`config.mk`:
```
export PLATFORM = sky130hd
export DESIGN_NAME = tx_arbiter
export DESIGN_NICKNAME = d
export VERILOG_FILES = /design/src/rtl/tx_arb_pkg.sv /design/src/rtl/tx_arb_watchdog.sv /design/src/rtl/tx_arbiter.sv
export SDC_FILE = /design/constraint.sdc
export NUM_CORES = 1
export LEC_CHECK = 0
export ABC_AREA = 1
export CAP_MARGIN = 20
export CORE_ASPECT_RATIO = 0.6
export CORE_MARGIN = 5
export CORE_UTILIZATION = 44
export DETAILED_ROUTE_END_ITERATION = 6
export PLACE_DENSITY = 0.88
export RECOVER_POWER = 100
export SLEW_MARGIN = 20
export SYNTH_ARGS = -nofsm -noshare
export SYNTH_HDL_FRONTEND = slang
export SYNTH_HIERARCHICAL = 1
export SYNTH_SLANG_ARGS = --single-unit
```
`constraint.sdc`:
```
create_clock -name clk -period 3.2 [get_ports clk]
set_input_delay 0.64 -clock clk [delete_from_list [all_inputs] [get_ports clk]]
set_output_delay 0.64 -clock clk [all_outputs]
set_load 0.02 [all_outputs]
```
`src/rtl/tx_arb_pkg.sv`:
```
// tx_arb_pkg: shared types and constants for the tx_arbiter slice.
// State encoding, owner constants, default row-word width and the
// round-robin pick helper used in IDLE.
package tx_arb_pkg;

    localparam int DEFAULT_DATA_W = 64;

    localparam logic OWNER_A = 1'b0;
    localparam logic OWNER_B = 1'b1;

    typedef enum logic [2:0] {
        ST_IDLE = 3'd0,
        ST_SEND = 3'd1,
        ST_WAIT = 3'd2,
        ST_ACK  = 3'd3,
        ST_HOLD = 3'd4
    } arb_state_t;

    // Pick the requester to grant from IDLE: a lone requester wins,
    // a tie goes to the requester that did not own the previous frame.
    function automatic logic rr_pick(input logic req_a, input logic req_b,
                                     input logic last_owner);
        logic pick;
        if (req_a && req_b) begin
            pick = ~last_owner;
        end else if (req_b) begin
            pick = OWNER_B;
        end else begin
            pick = OWNER_A;
        end
        return pick;
    endfunction

endpackage

```
`src/rtl/tx_arb_watchdog.sv`:
```
// tx_arb_watchdog: WAIT-state watchdog for tx_arbiter.
// Only compiled when TX_ARB_WATCHDOG_EN is defined. Counts cycles while
// enabled, restarts on clear, raises a one-cycle expire once the count
// reaches TIMEOUT_CYC and keeps a sticky error flag until rst_n.
`ifdef TX_ARB_WATCHDOG_EN
module tx_arb_watchdog #(
    parameter int TIMEOUT_CYC = 2_000_000
) (
    input  logic clk,
    input  logic rst_n,
    input  logic enable,
    input  logic clear,
    output logic expire,
    output logic err
);

    localparam int CNT_W = $clog2(TIMEOUT_CYC + 1);
    localparam logic [CNT_W-1:0] LIMIT = CNT_W'(TIMEOUT_CYC);

    logic [CNT_W-1:0] count_r;

    // Cycle counter: restarts on WAIT entry, saturates at the limit.
    always_ff @(posedge clk or negedge rst_n) begin
        if (!rst_n) begin
            count_r <= {CNT_W{1'b0}};
        end else if (clear) begin
            count_r <= {CNT_W{1'b0}};
        end else if (enable && (count_r != LIMIT)) begin
            count_r <= count_r + CNT_W'(1);
        end
    end

    assign expire = enable && (count_r == LIMIT);

    // Sticky error flag: set on the first expiry, cleared only by rst_n.
    always_ff @(posedge clk or negedge rst_n) begin
        if (!rst_n) begin
            err <= 1'b0;
        end else if (expire) begin
            err <= 1'b1;
        end
    end

endmodule
`endif

```
`src/rtl/tx_arbiter.sv`:
```
// tx_arbiter: frame-atomic round-robin arbiter sharing one LED transmitter
// between the animation path (A) and the need-bar overlay (B).
// Ownership is kept for a whole frame so rows never interleave on the chain.
// Optional WAIT watchdog: define TX_ARB_WATCHDOG_EN.
module tx_arbiter
    import tx_arb_pkg::*;
#(
    parameter int DATA_W      = DEFAULT_DATA_W,
    parameter int TIMEOUT_CYC = 2_000_000
) (
    input  logic              clk,
    input  logic              rst_n,
    input  logic              a_req,
    input  logic              a_last,
    input  logic [DATA_W-1:0] a_data,
    output logic              a_ack,
    input  logic              b_req,
    input  logic              b_last,
    input  logic [DATA_W-1:0] b_data,
    output logic              b_ack,
    output logic              tx_send,
    output logic [DATA_W-1:0] tx_data,
    input  logic              tx_done,
    output logic              owner,
    output logic              busy,
    output logic              timeout_err
);

    arb_state_t        state_r;
    arb_state_t        next_state_s;
    logic              rr_last_r;
    logic              last_q_r;
    logic              grant_s;
    logic              grant_owner_s;
    logic              timeout_hit_s;
    logic              owner_req_s;
    logic [DATA_W-1:0] grant_data_s;
    logic              grant_last_s;
    logic              wd_expire_s;

`ifdef TX_ARB_WATCHDOG_EN
    logic wd_enable_s;
    logic wd_clear_s;

    assign wd_enable_s = (state_r == ST_WAIT);
    // SEND always leads to WAIT, so clearing in SEND restarts the count on entry.
    assign wd_clear_s  = (state_r == ST_SEND);

    tx_arb_watchdog #(
        .TIMEOUT_CYC(TIMEOUT_CYC)
    ) u_watchdog (
        .clk   (clk),
        .rst_n (rst_n),
        .enable(wd_enable_s),
        .clear (wd_clear_s),
        .expire(wd_expire_s),
        .err   (timeout_err)
    );
`else
    // No watchdog: WAIT holds until tx_done. The limit is never reachable here.
    assign wd_expire_s = (TIMEOUT_CYC < 0) ? 1'b1 : 1'b0;
    assign timeout_err = 1'b0;
`endif

    // Request line of the current frame owner, used to continue a frame in HOLD.
    always_comb begin
        owner_req_s = 1'b0;
        if (owner == OWNER_B) begin
            owner_req_s = b_req;
        end else begin
            owner_req_s = a_req;
        end
    end

    // Next-state logic and grant decision.
    always_comb begin
        next_state_s  = state_r;
        grant_s       = 1'b0;
        grant_owner_s = owner;
        timeout_hit_s = 1'b0;
        case (state_r)
            ST_IDLE: begin
                if (a_req || b_req) begin
                    grant_s       = 1'b1;
                    grant_owner_s = rr_pick(a_req, b_req, rr_last_r);
                    next_state_s  = ST_SEND;
                end else begin
                    next_state_s = ST_IDLE;
                end
            end
            ST_SEND: begin
                next_state_s = ST_WAIT;
            end
            ST_WAIT: begin
                if (tx_done) begin
                    next_state_s = ST_ACK;
                end else if (wd_expire_s) begin
                    next_state_s  = ST_ACK;
                    timeout_hit_s = 1'b1;
                end else begin
                    next_state_s = ST_WAIT;
                end
            end
            ST_ACK: begin
                if (last_q_r) begin
                    next_state_s = ST_IDLE;
                end else begin
                    next_state_s = ST_HOLD;
                end
            end
            ST_HOLD: begin
                if (owner_req_s) begin
                    grant_s      = 1'b1;
                    next_state_s = ST_SEND;
                end else begin
                    next_state_s = ST_HOLD;
                end
            end
            default: begin
                next_state_s = ST_IDLE;
            end
        endcase
    end

    // Word and last flag presented by whichever requester is being granted.
    always_comb begin
        grant_data_s = a_data;
        grant_last_s = a_last;
        if (grant_owner_s == OWNER_B) begin
            grant_data_s = b_data;
            grant_last_s = b_last;
        end else begin
            grant_data_s = a_data;
            grant_last_s = a_last;
        end
    end

    // State register.
    always_ff @(posedge clk or negedge rst_n) begin
        if (!rst_n) begin
            state_r <= ST_IDLE;
        end else begin
            state_r <= next_state_s;
        end
    end

    // Registered outputs and the latched word; strobes follow the state being entered.
    always_ff @(posedge clk or negedge rst_n) begin
        if (!rst_n) begin
            tx_send  <= 1'b0;
            a_ack    <= 1'b0;
            b_ack    <= 1'b0;
            busy     <= 1'b0;
            owner    <= OWNER_A;
            tx_data  <= {DATA_W{1'b0}};
            last_q_r <= 1'b0;
        end else begin
            tx_send <= (next_state_s == ST_SEND);
            busy    <= (next_state_s != ST_IDLE);
            a_ack   <= (next_state_s == ST_ACK) && (owner == OWNER_A);
            b_ack   <= (next_state_s == ST_ACK) && (owner == OWNER_B);
            if (grant_s) begin
                tx_data  <= grant_data_s;
                last_q_r <= grant_last_s;
                owner    <= grant_owner_s;
            end else if (timeout_hit_s) begin
                // A timed-out word ends the frame so the other source is not starved.
                last_q_r <= 1'b1;
            end
        end
    end

    // Round-robin memory: remember who owned the frame that just completed.
    always_ff @(posedge clk or negedge rst_n) begin
        if (!rst_n) begin
            rr_last_r <= OWNER_B;
        end else if ((state_r == ST_ACK) && last_q_r) begin
            rr_last_r <= owner;
        end
    end

endmodule

```
=== Word level (Yosys, flattened, before mapping) ===
Cells that the tools add are included.

* Register bits: 74
* Input bits: 135
* Output and inout bits: 70
* Word-level logic and storage cells: 40

* Equal/unequal tests: 6
* Muxes and demuxes: 16
* Bitwise gates (word level): 2
* Reduce and logical (&&, ||, !) cells: 7

{| class="wikitable"
|+ Operators with widths
! kind !! number
|-
| $mux W64 || 1
|-
| $pmux W3 S5 || 1
|-
| $mux W1 || 11
|-
| $eq A3 B2 Y1 const B || 3
|-
| $eq A3 B1 Y1 const B || 2
|-
| $mux W3 || 2
|-
| $logic_and A1 B1 Y1 || 4
|-
| $eq A3 B3 Y1 const B || 1
|-
| $logic_not A3 Y1 || 1
|-
| $reduce_bool A3 Y1 || 1
|-
| $not A1 Y1 || 2
|-
| $pmux W1 S2 || 1
|-
| $logic_or A1 B1 Y1 || 1
|}

=== Depth between registers and ports, before layout ===
* Word-level depth: 6
* Mapped depth: 10
* Gate-level depth less buffers: 8

=== Worst setup path after synthesis ===
Ideal clock, no wire load.

* Kind: input-to-reg
* Start: in a_req
* End: reg tx_data[10]
* Setup time: 117 ps
* Data arrival time: 1,506 ps
* Data required time: 3,083 ps
* Slack: 1,577 ps
* Cell stages on the path: 9
* Buffers on the path: 2
* Path through: inv_1 -> o21ai_0 -> nand3_1 -> nand2_2 -> inv_2 -> buf_4 -> buf_2 -> nand2_1 -> nand2_1

* Cells in the longest elaborated chain, start to end: 5
* Elaborated cells between the ends (all ways): 10
* Classes of those cells: mux (8); reduce/logical (2)

{| class="wikitable"
|+ Ends and longest elaborated chain
! item !! RTL line !! text
|-
| start: declaration || tx_arbiter.sv:13 || <nowiki>input logic a_req,</nowiki>
|-
| $logic_and A1 B1 Y1 || tx_arb_pkg.sv:24 || <nowiki>if (req_a && req_b) begin</nowiki>
|-
| $mux W1 || tx_arb_pkg.sv:24 ||
|-
| $mux W1 || tx_arbiter.sv:83 || <nowiki>if (a_req || b_req) begin</nowiki>
|-
| $mux W1 || tx_arbiter.sv:81 || <nowiki>case (state_r)</nowiki>
|-
| $mux W64 || tx_arbiter.sv:129 || <nowiki>if (grant_owner_s == OWNER_B) begin</nowiki>
|-
| end signal: assignment || tx_arbiter.sv:155 || <nowiki>tx_data <= {DATA_W{1'b0}};</nowiki>
|-
| end signal: assignment || tx_arbiter.sv:163 || <nowiki>tx_data <= grant_data_s;</nowiki>
|-
| end: declaration || tx_arbiter.sv:22 || <nowiki>output logic [DATA_W-1:0] tx_data,</nowiki>
|}

Parallel ways exist; a longest one is shown, timed or not.
A chain may end at the register's enable or synchronous reset.

=== Worst setup path after layout ===
* Start: in a_req
* End: reg tx_data[37]

The elaborated chain is that of the path after synthesis.

==> results_dict.tcl <==
set metrics [dict create \
    crit_start "a_req" \
    hold_start "tx_data[0]" \
    die_area_sq_um 11500 \
    io_pins 205 \
    ys_ff_latch 74 \
    fin_crit_sh 0.821 \
    r2r-start "state_r[1]" \
    dieHeight_um 85.1 \
    die_x_um 135 \
    yosys.area.top_type "dfrtp_1" \
    syn_to_final_growth_pct 55.4 \
    first_global_vias 4121 \
    final_area_sq_um 6430 \
    power_density_nw_per_um2 928 \
    slew_violations 75 \
    grtUsageTotal 0.212 \
    dr.pass1.iters 5 \
    gr-total-overflow 0 \
    drive_above_1_share 0.0342 \
    critical_path_buf_inv_count 3 \
    worstSetupEndpointType "flop" \
    clk_pin_slew_worst_paths_ns 0.06 \
    crit_family "simple AND/OR/NAND/NOR gates" \
    drc 0 \
    ir_worst_vdd_v 0.000547 \
    h-tree-depth 3 \
    crit_fanout 36 \
    finalWirelength_mm 12.3 \
    cts_hold_buf 0 \
    dr.first_iter.drc_count 245 \
    final_nets 920 \
    num_rows 27 \
    cp.required_ns 3.42 \
    clock.fmax_mhz 381 \
    syn_nets 736 \
    crit_path_start_kind "input port" \
    placed_cell_area_sq_um 6140 \
    path_cells "dlygate4sd3_1 -> inv_1 -> nand2_1 -> nand3_1 -> nand2_1 -> nand2_2 -> buf_4 -> nand2_1 -> nand3_1 -> nand2_1" \
    antennaDiodeCount 0 \
    postCtsSetupBuffers 0 \
    via_per_inst 4.65 \
    synthTopCellsByArea "dfrtp_1, nand2_1, nand3_1, inv_1, buf_4" \
    avgSynthCellArea_sq_um 6.88 \
    grt_antenna_before_repair 0 \
    cts_max_path_buffers 2 \
    fin_tns_setup_ns 0 \
    root_buffer "clkbuf_16" \
    violations "max-capacitance violations, max-slew violations" \
    grt_max_degree 75 \
    ys.warnings.count 6 \
    hold_viol_final 0 \
    cts-buffers-inserted 9 \
    slowest_delay_ns 0.53 \
    grt_first_pass_wirelength_mm 19.7 \
    setup_viol 0 \
    min_period_ns 2.63 \
    ys_seq_area_frac 0.448 \
    numPortBuffers 203 \
    status "finished with violations" \
    clock_latency_ns 0.33 \
    path_class "input port to flop" \
    yosysUniqueCellTypes 19 \
    crit_top_cell "nand2_1" \
    core_area_sq_um 9190 \
    syn_inst 601 \
    start_util 0.450 \
    worst_pin_slew_ns 1.77 \
    cts_tree "yes" \
    vias 4275 \
    maxSlewHeadroom -0.177 \
    hpwl_mm 9.05 \
    gp_congestion 0.878 \
    avgRoutedWirePerCell_um 13.3 \
    drv_cap 1 \
    cp_slowest_cell "dlygate4sd3_1" \
    arrival_ns 2.85 \
    cts_resized 0 \
    ant_nets 0 \
    rsz0062_at_grt "no" \
    cts.sinks 74 \
    min_path_type "flop to flop" \
    skew_ns 0.00552 \
    netlist_area_sq_um 4140 \
    leakagePower_nw 3.54 \
    synth_top_area_frac 0.441 \
]
[cell usage after synthesis]
cell type,count
nand4_1,2
conb_1,1
dfrtp_1,73
nand3_2,1
inv_2,2
dfstp_2,1
nand2_2,3
o21ai_0,3
nor2_1,4
inv_1,136
buf_4,15
a21oi_1,2
buf_2,13
nand2_1,202
buf_6,5
clkbuf_1,3
nor2_2,1
nand3_1,133
o22ai_1,1
[final cells by class]
class / count / area, sq um
Timing Repair Buffer: 209 / 2080
Multi-Input combinational cell: 353 / 1510
Tap cell: 130 / 163
Fill cell: 692 / 2760
Inverter: 138 / 518
Clock buffer: 10 / 229
Sequential cell: 74 / 1850
Clock inverter: 6 / 67.6
[layout by cell type, fill, tap and decap left out, types with 3 or more instances in the layout]
| cell type | n |
|---|---|
| clkbuf_16 | 9 |
| inv_1 | 137 |
| clkdlybuf4s50_1 | 131 |
| nand2_1 | 203 |
| nor2_1 | 4 |
| dfrtp_1 | 73 |
| nand3_1 | 134 |
| buf_4 | 5 |
| o21ai_0 | 3 |
| dlygate4sd3_1 | 71 |
[state kept, by name, summed over array words and instances (netlist names)]
signal     cells
rr_last_r      1
owner          1
last_q_r       1
tx_data       64
tx_send        1
busy           1
b_ack          1
a_ack          1
state_r        3
[path summary, 6_finish.rpt]
| kind | cells after the start | end | slack (ns) |
|---|---|---|---|
| max in group asynchronous | 1 | owner | 1.38 |
| min in group asynchronous | 1 | tx_data[6] | 0.79 |
| worst min register to register | 2 | tx_data[0] | 0.47 |
| worst max register to register | 8 | tx_data[37] | 1.04 |
| worst min-delay path | 2 | tx_data[0] | 0.47 |
| worst max-delay path | 10 | tx_data[37] | 0.57 |
[kinds of logic (layout without fill, tap and decap cells)]
kind of cell | Yosys count | in the layout | share of synthesized area
compound gates | 6 | 6 | 0.00756
buf+inv | 174 | 363 | 0.184
flops | 74 | 74 | 0.448
other cells | 1 | 1 | 0.000906
simple gates | 346 | 346 | 0.359
[per-layer routing]
layer,vias to the layer above,share of wire,track usage
met5,-,0,0
met4,0,0.015,0.0522
met3,20,0.12,0.0758
met2,227,0.46,0.344
met1,1871,0.41,0.271
li1,2157,-,-
[worst reg2reg max path, cell delays in order (launching register included)]
cell and delay, ns:
dfrtp_1 0.47, nor2_2 0.09, nand3_1 0.11, nand2_1 0.51
nand2_2 0.22, buf_4 0.36, nand2_1 0.14, nand3_1 0.09
nand2_1 0.06
[power breakdown]
group | switching (W) | internal, W
Combinational | 0.00203 | 0.00126
Sequential | 0.000269 | 0.00142
Clock | 0.000375 | 0.000604
[per-stage QoR]
stage / util / total power (W) / std cells / hold WS, ns / setup WS, ns
6_report: 0.700 / 0.00596 / 920 / 0.469 / 0.574
5_1_grt: 0.700 / 0.00641 / 920 / 0.483 / 0.435
4_1_cts: 0.701 / 0.00620 / 920 / 0.480 / 0.913
3_5_place_dp: 0.669 / 0.00519 / 904 / 0.464 / 0.566
3_3_place_gp: 0.669 / 0.00507 / 904 / 0.462 / 0.710
2_1_floorplan: - / 0.00385 / 601 / 0.344 / 1.58
Power figures use the tool's default switching activity.
